==> src/rtl/dc_mem_bridge.sv <==
// dc_mem_bridge
//   Turns data-cache memory-port requests into DWORD beats on a 32-bit bus.
//   A 128-bit tile request becomes four beats and a DWORD request becomes one.
//   Read data and a UMEM_OK_* status code go back to the cache.
//   Illegal ops, bus FAULTs and per-beat timeouts are reported as FAULT.
// Ports
//   clock, reset (async, active-low)
//   memInAddr/memInData/memInOE/memInWR/memInOp : request from the cache
//   memOutData/memOutOK                         : response to the cache
//   busAddr/busDataOut/busOE/busWR              : bus request (all registered)
//   busDataIn/busOK                             : bus response
module dc_mem_bridge #(
  parameter int TIMEOUT = 255
) (
  input  logic         clock,
  input  logic         reset,
  input  logic [31:0]  memInAddr,
  input  logic [127:0] memInData,
  input  logic         memInOE,
  input  logic         memInWR,
  input  logic [4:0]   memInOp,
  output logic [127:0] memOutData,
  output logic [1:0]   memOutOK,
  output logic [31:0]  busAddr,
  output logic [31:0]  busDataOut,
  input  logic [31:0]  busDataIn,
  output logic         busOE,
  output logic         busWR,
  input  logic [1:0]   busOK
);

  localparam logic [1:0] OK_READY = 2'd0;
  localparam logic [1:0] OK_OK    = 2'd1;
  localparam logic [1:0] OK_HOLD  = 2'd2;
  localparam logic [1:0] OK_FAULT = 2'd3;

  localparam logic [2:0] S_IDLE = 3'd0;
  localparam logic [2:0] S_BEAT = 3'd1;
  localparam logic [2:0] S_RESP = 3'd2;
  localparam logic [2:0] S_FLT  = 3'd3;
  localparam logic [2:0] S_COOL = 3'd4;

  // The counter counts the wait cycles already seen in this beat.
  // When it reaches TIMEOUT-1 and yet another wait cycle arrives,
  // that cycle is the TIMEOUT-th consecutive wait.
  localparam logic [7:0] TO_LAST = 8'(TIMEOUT - 1);

  logic [2:0] state;
  logic [1:0] beat;
  logic [7:0] waitCnt;
  logic       isTile;
  logic       isWr;
  logic [1:0] nextBeat;
  logic       reqTile;
  logic       reqDword;

  assign nextBeat = beat + 2'd1;
  assign reqTile  = (memInOp == 5'd1);
  assign reqDword = (memInOp == 5'd2);

  always_ff @(posedge clock or negedge reset) begin
    if (!reset) begin
      state      <= S_IDLE;
      beat       <= 2'd0;
      waitCnt    <= 8'd0;
      isTile     <= 1'b0;
      isWr       <= 1'b0;
      memOutData <= '0;
      memOutOK   <= OK_READY;
      busAddr    <= '0;
      busDataOut <= '0;
      busOE      <= 1'b0;
      busWR      <= 1'b0;
    end else begin
      case (state)
        S_IDLE: begin
          if (memInOE || memInWR) begin
            // WR wins over OE, so a read-modify-write is handled as a write.
            isWr       <= memInWR;
            beat       <= 2'd0;
            waitCnt    <= 8'd0;
            memOutData <= '0;
            if (reqTile || reqDword) begin
              isTile   <= reqTile;
              state    <= S_BEAT;
              memOutOK <= OK_HOLD;
              busOE    <= !memInWR;
              busWR    <= memInWR;
              busAddr  <= reqTile ? {memInAddr[31:4], 4'b0000}
                                  : {memInAddr[31:2], 2'b00};
              // On a write, the data register doubles as the store buffer.
              // It then holds the written value as the response data.
              if (memInWR) begin
                busDataOut <= memInData[31:0];
                memOutData <= reqTile ? memInData : {96'd0, memInData[31:0]};
              end else begin
                busDataOut <= 32'd0;
              end
            end else begin
              state    <= S_FLT;
              memOutOK <= OK_FAULT;
            end
          end
        end

        S_BEAT: begin
          if (busOK == OK_OK) begin
            if (!isWr) memOutData[{beat, 5'b00000} +: 32] <= busDataIn;
            waitCnt <= 8'd0;
            if (!isTile || beat == 2'd3) begin
              state    <= S_RESP;
              memOutOK <= OK_OK;
              busOE    <= 1'b0;
              busWR    <= 1'b0;
            end else begin
              beat         <= nextBeat;
              busAddr[3:2] <= nextBeat;
              busDataOut   <= memOutData[{nextBeat, 5'b00000} +: 32];
            end
          end else if (busOK == OK_FAULT || waitCnt == TO_LAST) begin
            state    <= S_FLT;
            memOutOK <= OK_FAULT;
            busOE    <= 1'b0;
            busWR    <= 1'b0;
            waitCnt  <= 8'd0;
          end else begin
            waitCnt <= waitCnt + 8'd1;
          end
        end

        S_RESP, S_FLT: begin
          state    <= S_COOL;
          memOutOK <= OK_READY;
        end

        // COOL holds the cache off for one cycle between responses.
        default: begin
          state    <= S_IDLE;
          memOutOK <= OK_READY;
          busOE    <= 1'b0;
          busWR    <= 1'b0;
        end
      endcase
    end
  end

endmodule

==> config.mk <==
export PLATFORM = sky130hd
export DESIGN_NAME = dc_mem_bridge
export DESIGN_NICKNAME = d
export VERILOG_FILES = /design/src/rtl/dc_mem_bridge.sv
export SDC_FILE = /design/constraint.sdc
export NUM_CORES = 1
export LEC_CHECK = 0
export CAP_MARGIN = 20
export CORE_ASPECT_RATIO = 1.75
export CORE_UTILIZATION = 30
export DETAILED_ROUTE_END_ITERATION = 8
export GPL_TIMING_DRIVEN = 0
export SYNTH_ARGS = -nofsm -noshare
export SYNTH_HDL_FRONTEND = slang
export SYNTH_SLANG_ARGS = --single-unit
export TNS_END_PERCENT = 10
==> constraint.sdc <==
create_clock -name clock -period 2.95 [get_ports clock]
set_input_delay 0.7375 -clock clock [delete_from_list [all_inputs] [get_ports clock]]
set_output_delay 0.7375 -clock clock [all_outputs]
set_load 0.01 [all_outputs]
==> impl_results.md <==
* Via density at approximately 5.4
* Syn-to-layout area delta at 52.30%
* RR Startpoint: beat[0]$_DFFE_PN0P_
* Boundary pin count at roughly 400
* Clk pin slew, worst setup/hold paths at 70 ps
* Final Cycle Share at 94.71%
* Final Net Count at 1544
* Bufs and invs on worst path at 3
* Most frequent cells in the layout: clkdlybuf4s50_1, dfrtp_1, nor2_1
* Root buffer cell: clkbuf_16
* Final setup viols at 0
* Top FF cell, synth: dfrtp_1
* # DRC at 0
* R2R Path End: memOutData[28]$_DFFE_PN0P_
* CTS tree: done
* GRT overflow at 0
* Critical Path RT at 3390 ps
* Final Critical Period at 2794 ps
* Setup crit end kind: flop
* Worst EP arrival at approximately 3200 ps
* Post-Place Worst Slack at -1124 ps
* EDFF count, synth at 0
* Die Y at 249.3 um
* Synth unique cells at 55
* Ys async rst share at 100.0%
* Post-route cell area at 15970 um2
* Worst R2R Path Depth at 9
* Worst slew pin tran at 851.1 ps
* Initial antenna violation count at 10
* Sequential-to-total area share from yosys stat at 49.88%
* CTS max path bufs at 3
* Total power at between 0.015 and 0.02 W
* Lkg Pwr at 6.310 nW
* Die Wd at 143.3 um
* Commonest non-fill, non-tap cell in the layout: clkdlybuf4s50_1
* Peak fanout along the critical path at 10
* Antenna-violating nets left at 0
* PwrDens at 1101 nW/um2
* PortBufs at 393
* WL/cell at 25.48 um
* Largest net degree at the start of global routing at about 110
* Fmax at 357.9 MHz
* CP Class: in2reg
* HP Class: in2async
* Worst-Skew Late Latency at 540 ps
* Worst Setup EP: memOutData[71]$_DFFE_PN0P_
* GP Congestion at 0.8715
* Die Area at 35730 um2
* Final-layout fill cell count at approximately 3300
* CP top delay family: buffers and inverters
* Initial DRC Count at 613
* Critical-path top delay cell: clkbuf_1
* Global-route wire length before repair at between 60 and 70 mm
* Crit-path cells: clkdlybuf4s50_1 -> or3_1 -> buf_2 -> nor4_4 -> clkbuf_1 -> a22oi_1 -> a21oi_1
* Hold_buf cts at 0
* Post-Synthesis Cell Area at roughly 10000 um2
* Share of cells above drive strength 1 at between 10% and 20%
* Synthesized flop and latch total at 209
* YS warnings at 0
* Tot GR Track Use at between 20% and 30%
* Final hold vios at 0
* Yosys top cell by area: dfrtp_1
* Post-DP HPWL at about 34 mm
* Crit-path max cell delay at 590 ps
* DR vias at 9803
* Placed Area at roughly 15000 um2
* CTS Buf Count at 22
* Sink Count at 209
* Synth Instances at slightly above 900
* Core region area at 34460 um2
* Instance count on the critical path at 7
* DRT Pass-1 Iters at 5
* Synth top area cells: dfrtp_1, a22oi_1, mux4_2
* Initial Util at around 30%
* Status: complete, no violations
* Vias in the first global route at 10100
* Max-slew violations at 0
* Standard-cell rows at 90
* Max-cap violations at 0
* Critical Path Source Type: input port
* Slew headroom at 43.26%
* Clk_skew at 21.52 ps
* Final worst slack at between 150 and 200 ps
* Final wirelength at 46.41 mm
* Fin Hold WS at 234.1 ps
* R2r setup slk at 180 ps
* RSZ-0062 raised after global routing: true
* CP Launch Point: memInOp[3]
* VDD IR max at 0.0004649 V
* Syn_area_per_cell at 11.46 um2
* # H-tree levels at 1
* Share of the synthesized area in the top cell type at between 40 and 50%
routing by layer:
metal	vias up	share of wire [%]	wire length (um)	global-route usage, %
li1	4305	-	-	-
met3	111	5.9	2755	3.768
met2	469	53	24630	45.64
met4	0	4.8	2237	14.32
met1	4918	36	16790	29.89
met5	-	0	0	0
logic make-up (layout without fill, tap and decap cells):
family / Yosys count / after routing / share of synthesized area, %
multiplexers: 96 / 96 / 14.27
other: 1 / 12 / 0.03577
adder cells (fa/ha/maj): 6 / 6 / 0.7160
buffers and inverters: 90 / 525 / 4.463
flip-flops: 209 / 209 / 49.88
AND/OR/NAND/NOR: 182 / 182 / 8.509
AO/OA/AOI/OAI: 329 / 329 / 21.96
XOR/XNOR: 2 / 2 / 0.1671
synthesized netlist by cell type (5+ instances only):
cell type  count
nor2_1       135
ha_1           6
mux2_2        38
buf_2         41
clkbuf_1      22
dfrtp_1      209
mux4_2        32
nand2_1       11
nand2b_1       5
mux2_4        15
a32oi_1       32
a21oi_1      132
mux2_1        10
a22o_1        34
a22oi_1       96
o21ai_0       14
buf_4         13
inv_1          9
what timing repair did:
action / in CTS / in global routing
resized for setup: 17 / 8
setup buffers: 1 / 0
setup endpoints to repair: 157 / 132
pin swaps: 1 / 1
gates cloned: 0 / 0
worst reg2reg max path: stages (launching register included):
cell	delay [ps]
dfrtp_1	420
buf_6	190
buf_8	170
inv_1	110
ha_1	270
nand3b_1	160
a2111oi_4	730
buf_2	440
nor2_1	80
a21oi_1	130
layout make-up:
| type | count | area (um2) | area share, % |
|---|---|---|---|
| Sequential cell | 209 | 5230 | 32.75 |
| Multi-Input combinational cell | 617 | 4810 | 30.12 |
| Timing Repair Buffer | 395 | 3986 | 24.96 |
| Clock buffer | 32 | 689.4 | 4.317 |
| Tap cell | 460 | 575.6 | 3.604 |
| Buffer | 81 | 476.7 | 2.985 |
| Clock inverter | 8 | 142.6 | 0.8932 |
| Inverter | 9 | 33.78 | 0.2115 |
| Antenna cell | 10 | 25.02 | 0.1567 |
where the power goes:
| part | switching [W] | internal (W) | leakage (nW) |
|---|---|---|---|
| combinational | 0.00437 | 0.00454 | 3.33 |
| clock | 0.00126 | 0.00197 | 0.411 |
| sequential | 0.00114 | 0.00429 | 2.57 |
| total | 0.00677 | 0.0108 | 6.31 |
sequential cells by signal (all words and copies together) (netlist names):
register and cells:
busWR 1, busDataOut 32, waitCnt 8, memOutOK 2, state 3, isTile 1, busOE 1, memOutData 128
beat 2, busAddr 30, isWr 1
worst min path at each step:
stage | from | endpoint | slack (ps) | cells after the start
6_report | reset | memOutData[125]$_DFFE_PN0P_ | 230 | 1
2_1_floorplan | reset | beat[0]$_DFFE_PN0P_ | 440 | 0
3_3_place_gp | busAddr[28]$_DFFE_PN0P_ | busAddr[28]$_DFFE_PN0P_ | 480 | 1
3_5_place_dp | busAddr[26]$_DFFE_PN0P_ | busAddr[26]$_DFFE_PN0P_ | 490 | 1
4_1_cts | reset | memOutData[125]$_DFFE_PN0P_ | 280 | 1
5_1_grt | reset | memOutData[125]$_DFFE_PN0P_ | 280 | 1
per-stage QoR:
step | std cells | util, % | setup TNS [ps]
floorplan | 916 | - | 0
global placement | 1769 | 43.53 | -1817560
detailed placement | 1770 | 43.62 | -85780
CTS | 1811 | 46.22 | -1.217
global route | 1821 | 46.34 | -437.5
finish | 1821 | 46.34 | 0
Note: power is estimated with default switching activity, not from simulation.
